`src/rtl/huffman_pkg.sv`:
```
// Shared types and widths for the Huffman bit packer.
package huffman_pkg;

    localparam int C_ACC_W  = 64;
    localparam int C_WORD_W = 32;
    localparam int C_CNT_W  = 7;
    localparam int C_WCNT_W = 16;

    typedef enum logic [1:0] {
        IDLE,
        LOAD,
        REQ,
        GAP
    } wo_state_e;

endpackage

```
`src/rtl/huffman_word_out.sv`:
```
// Output word register, rfifo write FSM and acknowledged-word counter.
module huffman_word_out
    import huffman_pkg::*;
(
    input  logic                clk,
    input  logic                rst_n,
    input  logic                load_req,
    input  logic [C_WORD_W-1:0] acc_top,
    input  logic                rfifo_full,
    input  logic                wrack,
    output logic                load_fire,
    output logic                idle,
    output logic                wrreq,
    output logic [0:C_WORD_W-1] data,
    output logic [C_WCNT_W-1:0] words_out
);

    wo_state_e           state_q, state_d;
    logic [0:C_WORD_W-1] out_q, out_d;
    logic [C_WCNT_W-1:0] words_q, words_d;
    logic                wrreq_q, wrreq_d;

    always_comb begin
        state_d   = state_q;
        out_d     = out_q;
        words_d   = words_q;
        load_fire = 1'b0;
        unique case (state_q)
            IDLE: begin
                // full is only sampled here; an issued request is never withdrawn
                if (load_req && !rfifo_full) begin
                    load_fire = 1'b1;
                    out_d     = acc_top;
                    state_d   = LOAD;
                end
            end
            LOAD: state_d = REQ;
            REQ: begin
                if (wrack) begin
                    words_d = words_q + 1'b1;
                    state_d = GAP;
                end
            end
            GAP: state_d = IDLE;
            default: state_d = IDLE;
        endcase
        wrreq_d = (state_d == REQ);
    end

    always_ff @(posedge clk or negedge rst_n) begin
        if (!rst_n) begin
            state_q <= IDLE;
            out_q   <= '0;
            words_q <= '0;
            wrreq_q <= 1'b0;
        end else begin
            state_q <= state_d;
            out_q   <= out_d;
            words_q <= words_d;
            wrreq_q <= wrreq_d;
        end
    end

    assign idle      = (state_q == IDLE);
    assign wrreq     = wrreq_q;
    assign data      = out_q;
    assign words_out = words_q;

endmodule

```
`src/rtl/huffman_bit_packer.sv`:
```
// Packs MSB-first variable-length codes into 32-bit rfifo words;
// sym_last flushes the final partial word zero-padded.
module huffman_bit_packer
    import huffman_pkg::*;
#(
    parameter int C_RDFIFO_DWIDTH = 32,
    parameter int C_MAX_LEN       = 16,
    parameter int C_LEN_W         = 5
) (
    input  logic                       bus2ip_clk,
    input  logic                       bus2ip_resetn,
    input  logic                       sym_valid,
    output logic                       sym_ready,
    input  logic [0:C_MAX_LEN-1]       sym_code,
    input  logic [0:C_LEN_W-1]         sym_len,
    input  logic                       sym_last,
    output logic                       ip2rfifo_wrreq,
    output logic [0:C_RDFIFO_DWIDTH-1] ip2rfifo_data,
    input  logic                       rfifo2ip_wrack,
    input  logic                       rfifo2ip_full,
    output logic [15:0]                words_out,
    output logic                       flush_done
);

    logic [C_ACC_W-1:0] acc_q, acc_d, acc_s, code_m;
    logic [C_CNT_W-1:0] cnt_q, cnt_d, cnt_s, shamt;
    logic [C_LEN_W-1:0] len_eff;
    logic               flush_pending_q, flush_pending_d;
    logic               flush_done_q, flush_done_d;
    logic               sym_fire, load_req, load_fire, idle, flush_fire;

    assign sym_ready = (cnt_q <= C_CNT_W'(C_ACC_W - C_MAX_LEN))
                       && !flush_pending_q;
    assign sym_fire   = sym_valid && sym_ready;
    assign load_req   = (cnt_q >= C_CNT_W'(C_WORD_W))
                        || (flush_pending_q && cnt_q != '0);
    assign flush_fire = idle && flush_pending_q && (cnt_q == '0);
    assign flush_done = flush_done_q;

    always_comb begin
        len_eff = (sym_len > C_LEN_W'(C_MAX_LEN)) ? C_LEN_W'(C_MAX_LEN) : sym_len;
        code_m  = C_ACC_W'(sym_code)
                  & ((C_ACC_W'(1) << len_eff) - C_ACC_W'(1));
        acc_s = acc_q;
        cnt_s = cnt_q;
        // shift-out happens before the append on a shared edge
        if (load_fire) begin
            acc_s = acc_q << C_WORD_W;
            cnt_s = (cnt_q >= C_CNT_W'(C_WORD_W)) ? cnt_q - C_CNT_W'(C_WORD_W) : '0;
        end
        shamt = C_CNT_W'(C_ACC_W) - cnt_s - C_CNT_W'(len_eff);
        acc_d = acc_s;
        cnt_d = cnt_s;
        if (sym_fire) begin
            acc_d = acc_s | (code_m << shamt);
            cnt_d = cnt_s + C_CNT_W'(len_eff);
        end
        flush_pending_d = flush_pending_q;
        if (flush_fire) flush_pending_d = 1'b0;
        if (sym_fire && sym_last) flush_pending_d = 1'b1;
        flush_done_d = flush_fire;
    end

    always_ff @(posedge bus2ip_clk or negedge bus2ip_resetn) begin
        if (!bus2ip_resetn) begin
            acc_q           <= '0;
            cnt_q           <= '0;
            flush_pending_q <= 1'b0;
            flush_done_q    <= 1'b0;
        end else begin
            acc_q           <= acc_d;
            cnt_q           <= cnt_d;
            flush_pending_q <= flush_pending_d;
            flush_done_q    <= flush_done_d;
        end
    end

    huffman_word_out u_word_out (
        .clk        (bus2ip_clk),
        .rst_n      (bus2ip_resetn),
        .load_req   (load_req),
        .acc_top    (acc_q[C_ACC_W-1 -: C_WORD_W]),
        .rfifo_full (rfifo2ip_full),
        .wrack      (rfifo2ip_wrack),
        .load_fire  (load_fire),
        .idle       (idle),
        .wrreq      (ip2rfifo_wrreq),
        .data       (ip2rfifo_data),
        .words_out  (words_out)
    );

endmodule
```
`config.mk`:
```
export PLATFORM = sky130hd
export DESIGN_NAME = huffman_bit_packer
export DESIGN_NICKNAME = d
export VERILOG_FILES = /design/src/rtl/huffman_pkg.sv /design/src/rtl/huffman_word_out.sv /design/src/rtl/huffman_bit_packer.sv
export SDC_FILE = /design/constraint.sdc
export NUM_CORES = 1
export LEC_CHECK = 0
export BUFFER_PORTS_ARGS = -buffer_cell sky130_fd_sc_hd__buf_2
export CORE_MARGIN = 8
export CORE_UTILIZATION = 50
export CTS_BUF_LIST = sky130_fd_sc_hd__clkbuf_8
export CTS_CLUSTER_SIZE = 12
export DETAILED_ROUTE_END_ITERATION = 8
export HOLD_SLACK_MARGIN = 0.1
export PLACE_DENSITY = 0.81
export SYNTH_ARGS = -nofsm -noshare
export SYNTH_HDL_FRONTEND = slang
export SYNTH_SLANG_ARGS = --single-unit
```
`constraint.sdc`:
```
create_clock -name bus2ip_clk -period 4.2 [get_ports bus2ip_clk]
set_input_delay 0.84 -clock bus2ip_clk [delete_from_list [all_inputs] [get_ports bus2ip_clk]]
set_output_delay 0.84 -clock bus2ip_clk [all_outputs]
set_load 0.02 [all_outputs]
```
# Word-level counts from Yosys, hierarchy flattened

Cells that the tools add are included.

Output and inout port bits: 51
Register bits after elaboration: 124

Magnitude comparators: 3
Add/subtract/negate cells: 6
Muxes and demuxes: 13
Reduce and logical (&&, ||, !) cells: 16
Bitwise logic cells: 2
Shifts and indexed selects: 2
Eq/ne operators: 4

Operators by type and width:

| kind                                                                             | count |
|---|---|
| 64-bit 2-to-1 mux                                                                | 2 |
| 16-bit by 64-bit bitwise AND with 64-bit output                                  | 1 |
| 64-bit OR                                                                        | 1 |
| 1-bit by 5-bit << shifter with 64-bit output, first input constant               | 1 |
| 64-bit by 7-bit << shifter with 64-bit output                                    | 1 |
| 64-bit by 1-bit subtractor with 64-bit output, second input constant             | 1 |
| 7-bit 2-to-1 mux                                                                 | 3 |
| 16-bit by 1-bit adder with 16-bit output, second input constant                  | 1 |
| 2-bit case mux with 4 select lines                                               | 1 |
| 7-bit by 5-bit adder with 7-bit output                                           | 1 |
| 7-bit by 6-bit >= comparator with 1-bit output, second input constant            | 1 |
| 7-bit by 6-bit less-or-equal comparator with 1-bit output, second input constant | 1 |
| 1-bit logical AND                                                                | 7 |
| 7-bit logical NOT                                                                | 1 |
| 7-bit nonzero test                                                               | 1 |
| 7-bit by 5-bit subtractor with 7-bit output                                      | 1 |
| 7-bit by 6-bit subtractor with 7-bit output, second input constant               | 1 |
| 7-bit subtractor, first input constant                                           | 1 |
| 2-bit equality test, second input constant                                       | 3 |
| 5-bit greater-than comparator, second input constant                             | 1 |
| 5-bit 2-to-1 mux                                                                 | 1 |
| 1-bit 2-to-1 mux                                                                 | 4 |
| 2-bit 2-to-1 mux                                                                 | 2 |
| 2-bit AND reduction                                                              | 2 |
| other kinds (5)                                                                  | 6 |

# Longest topological paths before layout

Gate-level depths: netlist of run 1.

Depth after elaboration: 12
Depth in mapped cells: 21
Mapped depth without buffers: 18

# Cells and area by module

Synthesis of run 1 repeated with hierarchy kept, for this count alone.

Cells, all modules: 764
Area, all modules: 7,599.8 µm²

Modules (own cells, without submodules):

| module             | area each (µm²) | sequential area each (µm²) | cells each | instances |
|---|---|---|---|---|
| huffman_bit_packer | 5,540.3         | 1,826.8                    | 624        | 1 |
| huffman_word_out   | 2,059.5         | 1,276.2                    | 140        | 1 |

# Worst setup path after synthesis of run 1

No wires, ideal clock.

Path type: input -> register
From: input rfifo2ip_full
To: register acc_q[24]
Cell stages on the path: 18
Path buffers: 2
Slack: -0.304 ns
Data required time: 4.117 ns
Data arrival time: 4.422 ns
Cells stage by stage: nand2b_1 > a31oi_1 > buf_2 > nand2_1 > nand2_1 > inv_1 > ha_1 > inv_1 > ha_1 > fa_1 > and3_1 > or3_1 > a211oi_1 > nor4b_1 > nor2_1 > clkbuf_1 > a2bb2oi_1 > o21ai_0

Cells in the longest elaborated chain, start to end: 10
Elaborated cells between the ends (all ways): 11
Classes of those cells: add/sub (2); shift (1); mux (5); bitwise (1); reduce/logical (2)

RTL lines:

| element                                       | line                     | RTL |
|---|---|---|
| start: declaration                            | huffman_bit_packer.sv:20 | `input logic rfifo2ip_full,` |
| 1-bit logical NOT *                           | huffman_word_out.sv:31   | `if (load_req && !rfifo_full) begin` |
| 1-bit logical AND *                           | huffman_word_out.sv:31   |  |
| 1-bit 2-to-1 mux *                            | huffman_word_out.sv:31   |  |
| 1-bit 2-to-1 mux *                            | huffman_word_out.sv:28   | `unique case (state_q)` |
| 7-bit 2-to-1 mux                              | huffman_bit_packer.sv:47 | `if (load_fire) begin` |
| 7-bit subtractor                              | huffman_bit_packer.sv:51 | `shamt = C_CNT_W'(C_ACC_W) - cnt_s - C_CNT_W'(len_eff);` |
| 7-bit by 5-bit subtractor with 7-bit output   | huffman_bit_packer.sv:51 |  |
| 64-bit by 7-bit << shifter with 64-bit output | huffman_bit_packer.sv:55 | `acc_d = acc_s \| (code_m << shamt);` |
| 64-bit OR                                     | huffman_bit_packer.sv:55 |  |
| 64-bit 2-to-1 mux *                           | huffman_bit_packer.sv:54 | `if (sym_fire) begin` |
| net acc_d[24]                                 | huffman_bit_packer.sv:25 | `logic [C_ACC_W-1:0] acc_q, acc_d, acc_s, code_m;` |
| end signal: assignment                        | huffman_bit_packer.sv:66 | `acc_q <= '0;` |
| end signal: assignment                        | huffman_bit_packer.sv:71 | `acc_q <= acc_d;` |
| end: declaration                              | huffman_bit_packer.sv:25 |  |

Mark *: on every way through the listed nets, which the timed path passes. The rest lies on a longest branch.
A chain may end at the register's enable or synchronous reset.

# Worst setup path after layout of run 1

From: register cnt_q[3]
To: register acc_q[24]

Cells in the longest elaborated chain, start to end: 12
Elaborated cells between the ends (all ways): 19
Classes of those cells: add/sub (3); order compare (2); shift (1); mux (6); bitwise (1); reduce/logical (6)

RTL lines:

| element                                                                                 | line                     | RTL |
|---|---|---|
| start: declaration                                                                      | huffman_bit_packer.sv:26 | `logic [C_CNT_W-1:0] cnt_q, cnt_d, cnt_s, shamt;` |
| start signal: assignment                                                                | huffman_bit_packer.sv:72 | `cnt_q <= cnt_d;` |
| branches (longest 11 deep; another with 7-bit by 6-bit >= comparator with 1-bit output) | -                        |  |
| 64-bit 2-to-1 mux *                                                                     | huffman_bit_packer.sv:54 |  |
| net acc_d[24]                                                                           | huffman_bit_packer.sv:25 |  |

Mark *: on every way through the listed nets, which the timed path passes.

==> reports/results.ini, run 1 <==
[min_path]
holdCritPathClass=reg2reg

[logic_synthesis]
synth-edff-count=0
syn_inst=880
syn_nets=931
synth.avg_cell_area_sq_um=8.66
synth_top_area_share_pct=40.7
synth_area_leaders=dfrtp_1 (41%), nand2_1 (9.5%), mux2i_1 (4.1%), ha_1 (3.6%), o21ai_0 (3.3%)
ys_ff_latch=124
synth.distinct_cells=78
async_flop_share_pct=100
synth_area_leader_cell=dfrtp_1
ys.warnings.count=0
netlist_area_sq_um=7620
ys_seq_area_share_pct=40.7
ys.flop_type=dfrtp_1

[cells_and_area]
multi_input_area_sq_um=4270
fill_cells=1317
syn2layout_area_growth_pct=20.7
post-route-util_pct=61.2
layout_commonest_cell=nand2_1
final_cell_mix=nand2_1 (190), dfrtp_1 (124), buf_4 (76), buf_2 (76), nor2_1 (56)
nNetsFinal=1047
diodes=0
area.sequential_sq_um=3100
final_layout_size_suffix_gt1_share_pct=22.6

[cts]
h-tree-depth=4
cts_buffers=17
cts_tree=built
clock_sinks=124
max-clock-path-buffers=2
root_buffer=clkbuf_8
ctsHoldBuffers=0
clock_latency_ps=430
path_clk_slew_ps=70

[place]
io_buffer_count=77
dp_hpwl_um=15400
place.gp.congestion=1.01

[detailed_routing]
first_pass_iters=6
drc=0
ant_nets=0
drt-initial-drc-count=595
routedWlPerCell_um=17.8
vias=7212
wl_um=21300
via_per_inst=6.03

[sta]
relSlewSlack_pct=38.6
period_needed_ps=4040
post-route-period-util_pct=96.2
worst_pin_slew_ps=921
slew_violations=0
finalHoldViolations=0
fmax_mhz=247
setup_viol=0
finClkSkew_ps=11.4
rsz0062_at_grt=yes

[power]
power.total_uw=8690
p_per_area_nw_per_um2=945
pwr-share-comb_pct=65.1
power_switching_share_pct=47.6
seq_power_share_pct=20.9
p_leak_uw=0.00441
intPower_uw=4550
p_sw_uw=4140
ir_worst_vdd_v=0.000478
p_clk_share_pct=14.0

[grt]
grt_max_degree=73
grtUsageTotal_pct=21.8
met3_usage_pct=4.58
grt_first_pass_wirelength_um=35200
gr-usage-met1_pct=28.9
first_global_vias=6913
top_usage_layer=met2
overflow=0
antenna_found_initial=0
met2_usage_pct=34.9

[critical_path]
crit_buf_inv=3
critical_path.top_delay_family=simple AND/OR/NAND/NOR gates
cp.required_ps=4550
endpoint_kind=register
cp.arrival_ps=4390
criticalPathCategory=reg2reg
slowest_delay_ps=410
crit_chain=nor4_4 > nand3_2 > a31oi_4 > nand2_1 > nand2_2 > inv_1 > ha_1 > inv_1 > ha_2 > fa_2 > and3_1 > or3_4 > a211oi_4 > nor4b_4 > nor2_2 > buf_12 > a2bb2oi_1 > o21ai_1
worst_path_most_repeated_cell=inv_1
critPathSlowestCell=dfrtp_1
worstSetupStartpointType=register
cp_max_fo=21
reg2reg_slack_ps=160

[status]
status=finished clean

[floorplanning]
initial_core_util_pct=50.7
die_x_um=139
placeableCoreArea_sq_um=15000
row_count=45
die_h_um=139
die_area_sq_um=19400
num_io_pins=78

[job]
cap_viol_max_count=0

-- worst min-delay path, cell delays in order, from the launching register on --
cell and delay, ps:
dfrtp_1 350, nand2_1 50, nand2_1 50
-- repair_timing --
item / 4_1_cts / 5_1_grt
gates resized for setup: 0 / 15
buffers inserted: 0 / 1
setup endpoints to repair: 0 / 60
-- cell type report --
class / instances / share of cell area [%]
Timing Repair Buffer: 155 / 11.0
Multi-Input combinational cell: 670 / 46.5
Tap cell: 188 / 2.56
Inverter: 28 / 1.14
Sequential cell: 124 / 33.7
Clock buffer: 20 / 2.99
Clock inverter: 12 / 2.10
-- stage by stage --
step	worst slack, ps	cells	TNS, ps	hold slack [ps]	cell area (sq um)
CTS	60.3	1196	0	469	9140
detailed placement	-69.2	1164	-520	449	8670
global route	-59.3	1197	-444	489	9200
finish	159	1197	0	467	9200
floorplan	7.90	880	0	435	7650
global placement	25.7	1164	0	449	8670
-- registers in the layout, indices dropped and copies added, names as in the netlist --
name and count:
cnt_q 7, acc_q 64, u_word_out.state_q 2, u_word_out.data 32
u_word_out.words_out 16, flush_done 1, flush_pending_q 1, u_word_out.wrreq 1
-- final timing paths --
path / from / endpoint / cells after the start
max: cnt_q[3]$_DFF_PN0_ / acc_q[24]$_DFF_PN0_ / 18
min: acc_q[32]$_DFF_PN0_ / u_word_out.data[31]$_DFFE_PN0P_ / 2
max reg2reg: cnt_q[3]$_DFF_PN0_ / acc_q[24]$_DFF_PN0_ / 18
min reg2reg: acc_q[32]$_DFF_PN0_ / u_word_out.data[31]$_DFFE_PN0P_ / 2
max in group asynchronous: bus2ip_resetn / acc_q[39]$_DFF_PN0_ / 2
min in group asynchronous: bus2ip_resetn / u_word_out.data[11]$_DFFE_PN0P_ / 1
-- cells by family (layout without fill, tap and decap cells) --
kind of cell	after synthesis	count (layout)	synth area share, %
compound gates	233	233	22.1
xor+xnor	23	23	2.64
fa+ha+maj	24	24	4.14
buf+inv	86	215	4.35
flops	124	124	40.7
mux	39	39	5.25
simple gates	351	351	20.8
-- cells in the mapped netlist (3+ instances only) --
cell and count:
o211a_1 4, a22oi_1 4, o2111ai_1 4, nor2_1 57, o21ai_1 3, mux2i_1 31, xnor2_1 16, and2_1 4
nor3_1 6, mux2_2 8, buf_1 7, o22ai_1 8, a21oi_1 26, o31a_1 3, o21a_1 3, clkbuf_1 44
o21ai_0 51, a2bb2oi_1 7, nand4_1 6, a21o_1 5, ha_1 22, inv_1 26, a2111oi_0 3, buf_2 7
a221oi_1 4, o211ai_1 17, nand2b_1 9, o31ai_1 5, dfrtp_1 124, nand3_1 27, o311ai_0 7, a31o_2 3
nand2_1 192, a211o_1 3, a211oi_1 3, or2_2 3, a31oi_1 15, o221ai_1 27, nor2b_1 9, and3_1 14
xor2_1 7, or3_1 6
-- per-layer routing --
layer	vias to the layer above	share of wire, %	routed length [um]
li1	3409	-	-
met1	3465	44	9420
met2	295	46	9870
met3	43	7.1	1500
met4	0	2.1	452
met5	-	0	0
-- power groups by stage --
stage | clock network (uW) | logic [uW] | registers, uW
floorplan | 0 | 3290 | 1970
global placement | 0 | 5340 | 1820
detailed placement | 0 | 5410 | 1840
CTS | 1230 | 5470 | 1820
global route | 1290 | 6100 | 1870
finish | 1220 | 5660 | 1820
(Power assumes the default switching activity.)
==> run 2: changes to the inputs <==
--- a/config.mk
+++ b/config.mk
@@ -7,12 +7,12 @@
 export LEC_CHECK = 0
 export BUFFER_PORTS_ARGS = -buffer_cell sky130_fd_sc_hd__buf_2
 export CORE_MARGIN = 8
-export CORE_UTILIZATION = 50
+export CORE_UTILIZATION = 40
 export CTS_BUF_LIST = sky130_fd_sc_hd__clkbuf_8
 export CTS_CLUSTER_SIZE = 12
 export DETAILED_ROUTE_END_ITERATION = 8
 export HOLD_SLACK_MARGIN = 0.1
-export PLACE_DENSITY = 0.81
+export PLACE_DENSITY = 0.69
 export SYNTH_ARGS = -nofsm -noshare
 export SYNTH_HDL_FRONTEND = slang
 export SYNTH_SLANG_ARGS = --single-unit
==> run 2 against run 1 <==
Against the previous run:
- setup slack improved by 1.2 ps
- first-iteration DRC count fell by 22%
- highest routed layer unchanged
- power rose by 0.67%
==> reports/results.ini, run 2 (synthesized netlist as in run 1, its figures left out) <==
[status]
status=finished clean

[floorplanning]
die_x_um=154
die_h_um=154
initial_core_util_pct=40.7
die_area_sq_um=23700
num_io_pins=78
row_count=50
placeableCoreArea_sq_um=18700

[sta]
fmax_mhz=248
finalHoldViolations=0
relSlewSlack_pct=47.5
slew_violations=0
setup_viol=0
holdWs_ps=430
period_needed_ps=4040
worst_pin_slew_ps=787
finClkSkew_ps=14.7
finalSetupTns_ps=0
post-route-period-util_pct=96.2

[power]
p_per_area_nw_per_um2=937
p_leak_uw=0.00447
ir_worst_vdd_v=0.000385

[detailed_routing]
drt-initial-drc-count=466
routedWlPerCell_um=17.6
wl_um=22200
vias=7207
via_per_inst=5.72
ant_nets=0
first_pass_iters=5
drc=0

[critical_path]
worstSetupStartpointType=register
slowest_delay_ps=410
crit_chain=nor4_4 > nand3_2 > a31oi_4 > nand2_1 > nand2_1 > inv_1 > ha_1 > inv_1 > ha_2 > fa_2 > and3_1 > or3_1 > a211oi_4 > nor4b_4 > nor2_1 > buf_12 > o221ai_1
cp.arrival_ps=4370
crit_buf_inv=3
cp_max_fo=21
critPathSlowestCell=dfrtp_1
cp.required_ps=4530
endpoint_kind=register
critical_path.top_delay_family=simple AND/OR/NAND/NOR gates
criticalPathCategory=reg2reg

[cts]
max-clock-path-buffers=2
path_clk_slew_ps=70
clock_latency_ps=430
h-tree-depth=4
root_buffer=clkbuf_8
clock_sinks=124
ctsHoldBuffers=0
cts_buffers=17
cts_tree=built

[grt]
grt_first_pass_wirelength_um=36200
antenna_found_initial=0
overflow=0
grtUsageTotal_pct=18.6
first_global_vias=7101
grt_max_degree=65

[cells_and_area]
stdcell_area_sq_um=9340
diodes=0
regMostFlops=acc_q
final_cell_mix=nand2_1 (192), dfrtp_1 (124), buf_4 (93)
layout_commonest_cell=nand2_1
largest_register_ffs=64
fill_cells=1802
syn2layout_area_growth_pct=22.5
fin_cells=1259
final_layout_size_suffix_gt1_share_pct=23.9
nNetsFinal=1064

[place]
dp_cells=1226
io_buffer_count=77
dp_hpwl_um=16500
place_area_sq_um=8860
place.gp.congestion=0.920

[job]
cap_viol_max_count=0

[min_path]
holdCritPathClass=in2async

==> run 2: area by class of cell <==
cell class              instances  area [sq um]  area share, %
inverters                      28           105           1.13
clock inverters                11           120           1.29
well taps                     234           293           3.14
repair buffers                172          1140           12.2
flip-flops and latches        124          3100           33.2
multi-input cells             670          4300           46.1
clock buffers                  20           275           2.95
==> run 2: routing by layer <==
metal	vias to the layer above	GRT usage, %	share of wire [%]
met5	-	0	0
met3	51	3.90	6.1
met2	237	29.6	46
met4	0	6.86	2.6
li1	3452	-	-
met1	3467	24.4	45
==> run 2: timing repair <==
| action | CTS | global route |
|---|---|---|
| setup buffers | 0 | 2 |
| pin swaps | 0 | 4 |
| setup endpoints to repair | 2 | 60 |
| gates resized for setup | 1 | 12 |
==> run 2: report_power, final <==
group,internal [uW],switching [uW]
Clock,570,481
Sequential,1580,234
Combinational,2360,3530
Total,4500,4250
==> run 2: worst paths after layout <==
path                       slack, ps                                 start  cells after the start                              endpoint
hold reg to reg                  470  u_word_out.words_out[15]$_DFFE_PN0P_                      1  u_word_out.words_out[15]$_DFFE_PN0P_
setup / recovery                 160                    cnt_q[3]$_DFF_PN0_                     17                   acc_q[44]$_DFF_PN0_
min in group bus2ip_clk          470  u_word_out.words_out[15]$_DFFE_PN0P_                      1  u_word_out.words_out[15]$_DFFE_PN0P_
hold / removal                   430                         bus2ip_resetn                      1       u_word_out.data[14]$_DFFE_PN0P_
max in group asynchronous       2780                         bus2ip_resetn                      2   u_word_out.words_out[1]$_DFFE_PN0P_
setup reg to reg                 160                    cnt_q[3]$_DFF_PN0_                     17                   acc_q[44]$_DFF_PN0_
==> run 2: per-stage QoR <==
step | power, uW | util, % | setup WS, ps
2_1_floorplan | 5260 | - | 7.90
4_1_cts | 8590 | 49.5 | 60.6
3_3_place_gp | 7450 | 47.4 | -72.8
5_1_grt | 9370 | 49.9 | -59.5
6_report | 8750 | 49.9 | 160
3_5_place_dp | 7490 | 47.4 | -117
==> run 3: changes to the inputs <==
--- a/config.mk
+++ b/config.mk
@@ -11,7 +11,6 @@
 export CTS_BUF_LIST = sky130_fd_sc_hd__clkbuf_8
 export CTS_CLUSTER_SIZE = 12
 export DETAILED_ROUTE_END_ITERATION = 8
-export HOLD_SLACK_MARGIN = 0.1
 export PLACE_DENSITY = 0.69
 export SYNTH_ARGS = -nofsm -noshare
 export SYNTH_HDL_FRONTEND = slang
==> constraint.sdc (replaced) <==
create_clock -name bus2ip_clk -period 4.2 [get_ports bus2ip_clk]
set_input_delay 0.42 -clock bus2ip_clk [delete_from_list [all_inputs] [get_ports bus2ip_clk]]
set_output_delay 0.42 -clock bus2ip_clk [all_outputs]
set_load 0.02 [all_outputs]
==> run 3 against run 2 <==
Against the previous run:
- the run now ends with negative hold slack left
- core utilization fell by 1.5 points
- combinational power fell by 5.9%
- sequential share of layout area rose by 1.0 points
- design area fell by 3.0%
- critical path type unchanged
- critical endpoint is now acc_q[35]$_DFF_PN0_
- largest power group unchanged
- highest routed layer unchanged
==> reports/results.ini, run 3 (synthesized netlist as in run 1, its figures left out) <==
[cts]
cts_buffers=17
cts_tree=built
root_buffer=clkbuf_8
h-tree-depth=4
ctsHoldBuffers=0
path_clk_slew_ps=70
clock_latency_ps=440
clock_sinks=124
max-clock-path-buffers=2

[critical_path]
worst_path_most_repeated_cell=buf_4
criticalPathCategory=reg2reg
reg2reg_to=acc_q[35]$_DFF_PN0_
reg2reg_slack_ps=200
endpoint_kind=register
cp_max_fo=14
cp.required_ps=4500
r2r_start=cnt_q[0]$_DFF_PN0_
cp.arrival_ps=4300
critical_path.top_delay_family=compound AO/OA/AOI/OAI gates
slowest_delay_ps=420
critPathSlowestCell=dfrtp_1
crit_chain=nor4_4 > buf_4 > nand2_1 > nand2_2 > a31oi_4 > nand2_1 > nand2_1 > inv_1 > ha_1 > inv_1 > ha_2 > buf_4 > o311ai_0 > o31a_1 > nor2_1 > o22ai_1 > buf_4 > nor2_1 > a221oi_1 > buf_4 > o221ai_1
crit_buf_inv=6
worstSetupStartpointType=register
rr_worst_depth=21

[sta]
fmax_mhz=250
slew_violations=0
finalHoldViolations=3
fin_ws_ps=196
rsz0062_at_grt=yes
holdWs_ps=-2.72
relSlewSlack_pct=40.8
post-route-period-util_pct=95.3
worst_pin_slew_ps=888
finClkSkew_ps=12.3
period_needed_ps=4000
setup_viol=0

[grt]
grt_max_degree=65
grt_first_pass_wirelength_um=35700
antenna_found_initial=0
overflow=0
grtUsageTotal_pct=18.3
first_global_vias=6879

[job]
cap_viol_max_count=0

[min_path]
holdCritPathClass=in2async

[cells_and_area]
multi_input_area_sq_um=4330
layout_commonest_cell=nand2_1
fin_cells=1223
regMostFlops=acc_q
nNetsFinal=1027
largest_register_ffs=64
final_cell_mix=nand2_1 (190), dfrtp_1 (124), buf_2 (76)
fill_cells=1809
syn2layout_area_growth_pct=18.9
final_layout_size_suffix_gt1_share_pct=21.8
diodes=0
area.sequential_sq_um=3100
post-route-util_pct=48.4

[status]
status=finished with violations
violations=negative hold slack

[place]
dp_cells=1188
place.gp.congestion=0.923
io_buffer_count=77
dp_hpwl_um=16000
place_ws_ps=-11.8

[floorplanning]
die_x_um=154
initial_core_util_pct=40.7
die_area_sq_um=23700
row_count=50
num_io_pins=78
die_h_um=154
placeableCoreArea_sq_um=18700

[detailed_routing]
drt-initial-drc-count=553
via_per_inst=5.70
routedWlPerCell_um=17.9
vias=6971
first_pass_iters=6
drc=0
ant_nets=0
wl_um=21800

[power]
p_per_area_nw_per_um2=926
p_leak_uw=0.00428
ir_worst_vdd_v=0.000567
power.total_uw=8390

-- run 3: area by class of cell --
| cell class | instances | share of cell area (%) |
|---|---|---|
| inverter | 28 | 1.16 |
| tap | 234 | 3.23 |
| multi-input combinational | 670 | 47.8 |
| timing repair buffer | 135 | 9.17 |
| clock buffer | 20 | 3.04 |
| clock inverter | 12 | 1.35 |
| sequential | 124 | 34.2 |
-- run 3: stage by stage --
stage               setup TNS, ps  area, sq um
floorplan                       0         7650
global placement                0         8530
detailed placement          -11.8         8530
CTS                             0         8940
global route                -76.1         9060
finish                          0         9060
-- run 3: routing by layer --
| metal | track usage, % | vias to the layer above | wire [um] | part of all wire, % |
|---|---|---|---|---|
| met2 | 28.9 | 231 | 10000 | 46 |
| met1 | 24.2 | 3336 | 9940 | 45 |
| met3 | 4.18 | 34 | 1450 | 6.6 |
| met5 | 0 | - | 0 | 0 |
| li1 | - | 3370 | - | - |
| met4 | 6.44 | 0 | 455 | 2.1 |
-- run 3: worst max path at each step --
stage                     slack [ps]          startpoint                   to  cells past startpoint
after floorplan                   20  cnt_q[3]$_DFF_PN0_  acc_q[29]$_DFF_PN0_                     19
after global placement           140  cnt_q[6]$_DFF_PN0_  acc_q[61]$_DFF_PN0_                     15
after detailed placement         -10  cnt_q[6]$_DFF_PN0_  acc_q[50]$_DFF_PN0_                     14
after CTS                         30  cnt_q[3]$_DFF_PN0_  acc_q[50]$_DFF_PN0_                     17
after global routing             -30  cnt_q[0]$_DFF_PN0_  acc_q[50]$_DFF_PN0_                     19
final                            200  cnt_q[0]$_DFF_PN0_  acc_q[35]$_DFF_PN0_                     21
-- run 3: worst reg2reg max path, cell delays in order, from the launching register on --
cell	delay, ps
dfrtp_1	420
nor4_4	320
buf_4	190
nand2_1	70
nand2_2	120
a31oi_4	100
nand2_1	100
nand2_1	80
inv_1	80
ha_1	240
inv_1	60
ha_2	350
buf_4	220
o311ai_0	110
o31a_1	230
nor2_1	50
o22ai_1	250
buf_4	180
nor2_1	40
a221oi_1	360
buf_4	200
o221ai_1	120
-- run 3: power by group --
part,total (uW),switching (uW),leakage [uW],internal [uW]
combinational,5540,3470,0.00242,2070
clock,1040,471,0.000209,569
sequential,1810,230,0.00165,1580
-- run 3: timing repair --
action / 4_1_cts / 5_1_grt
resized for setup: 3 / 31
cloned: 0 / 1
endpoints found under the setup margin: 3 / 64
buffers inserted: 0 / 2
pin swaps: 0 / 4
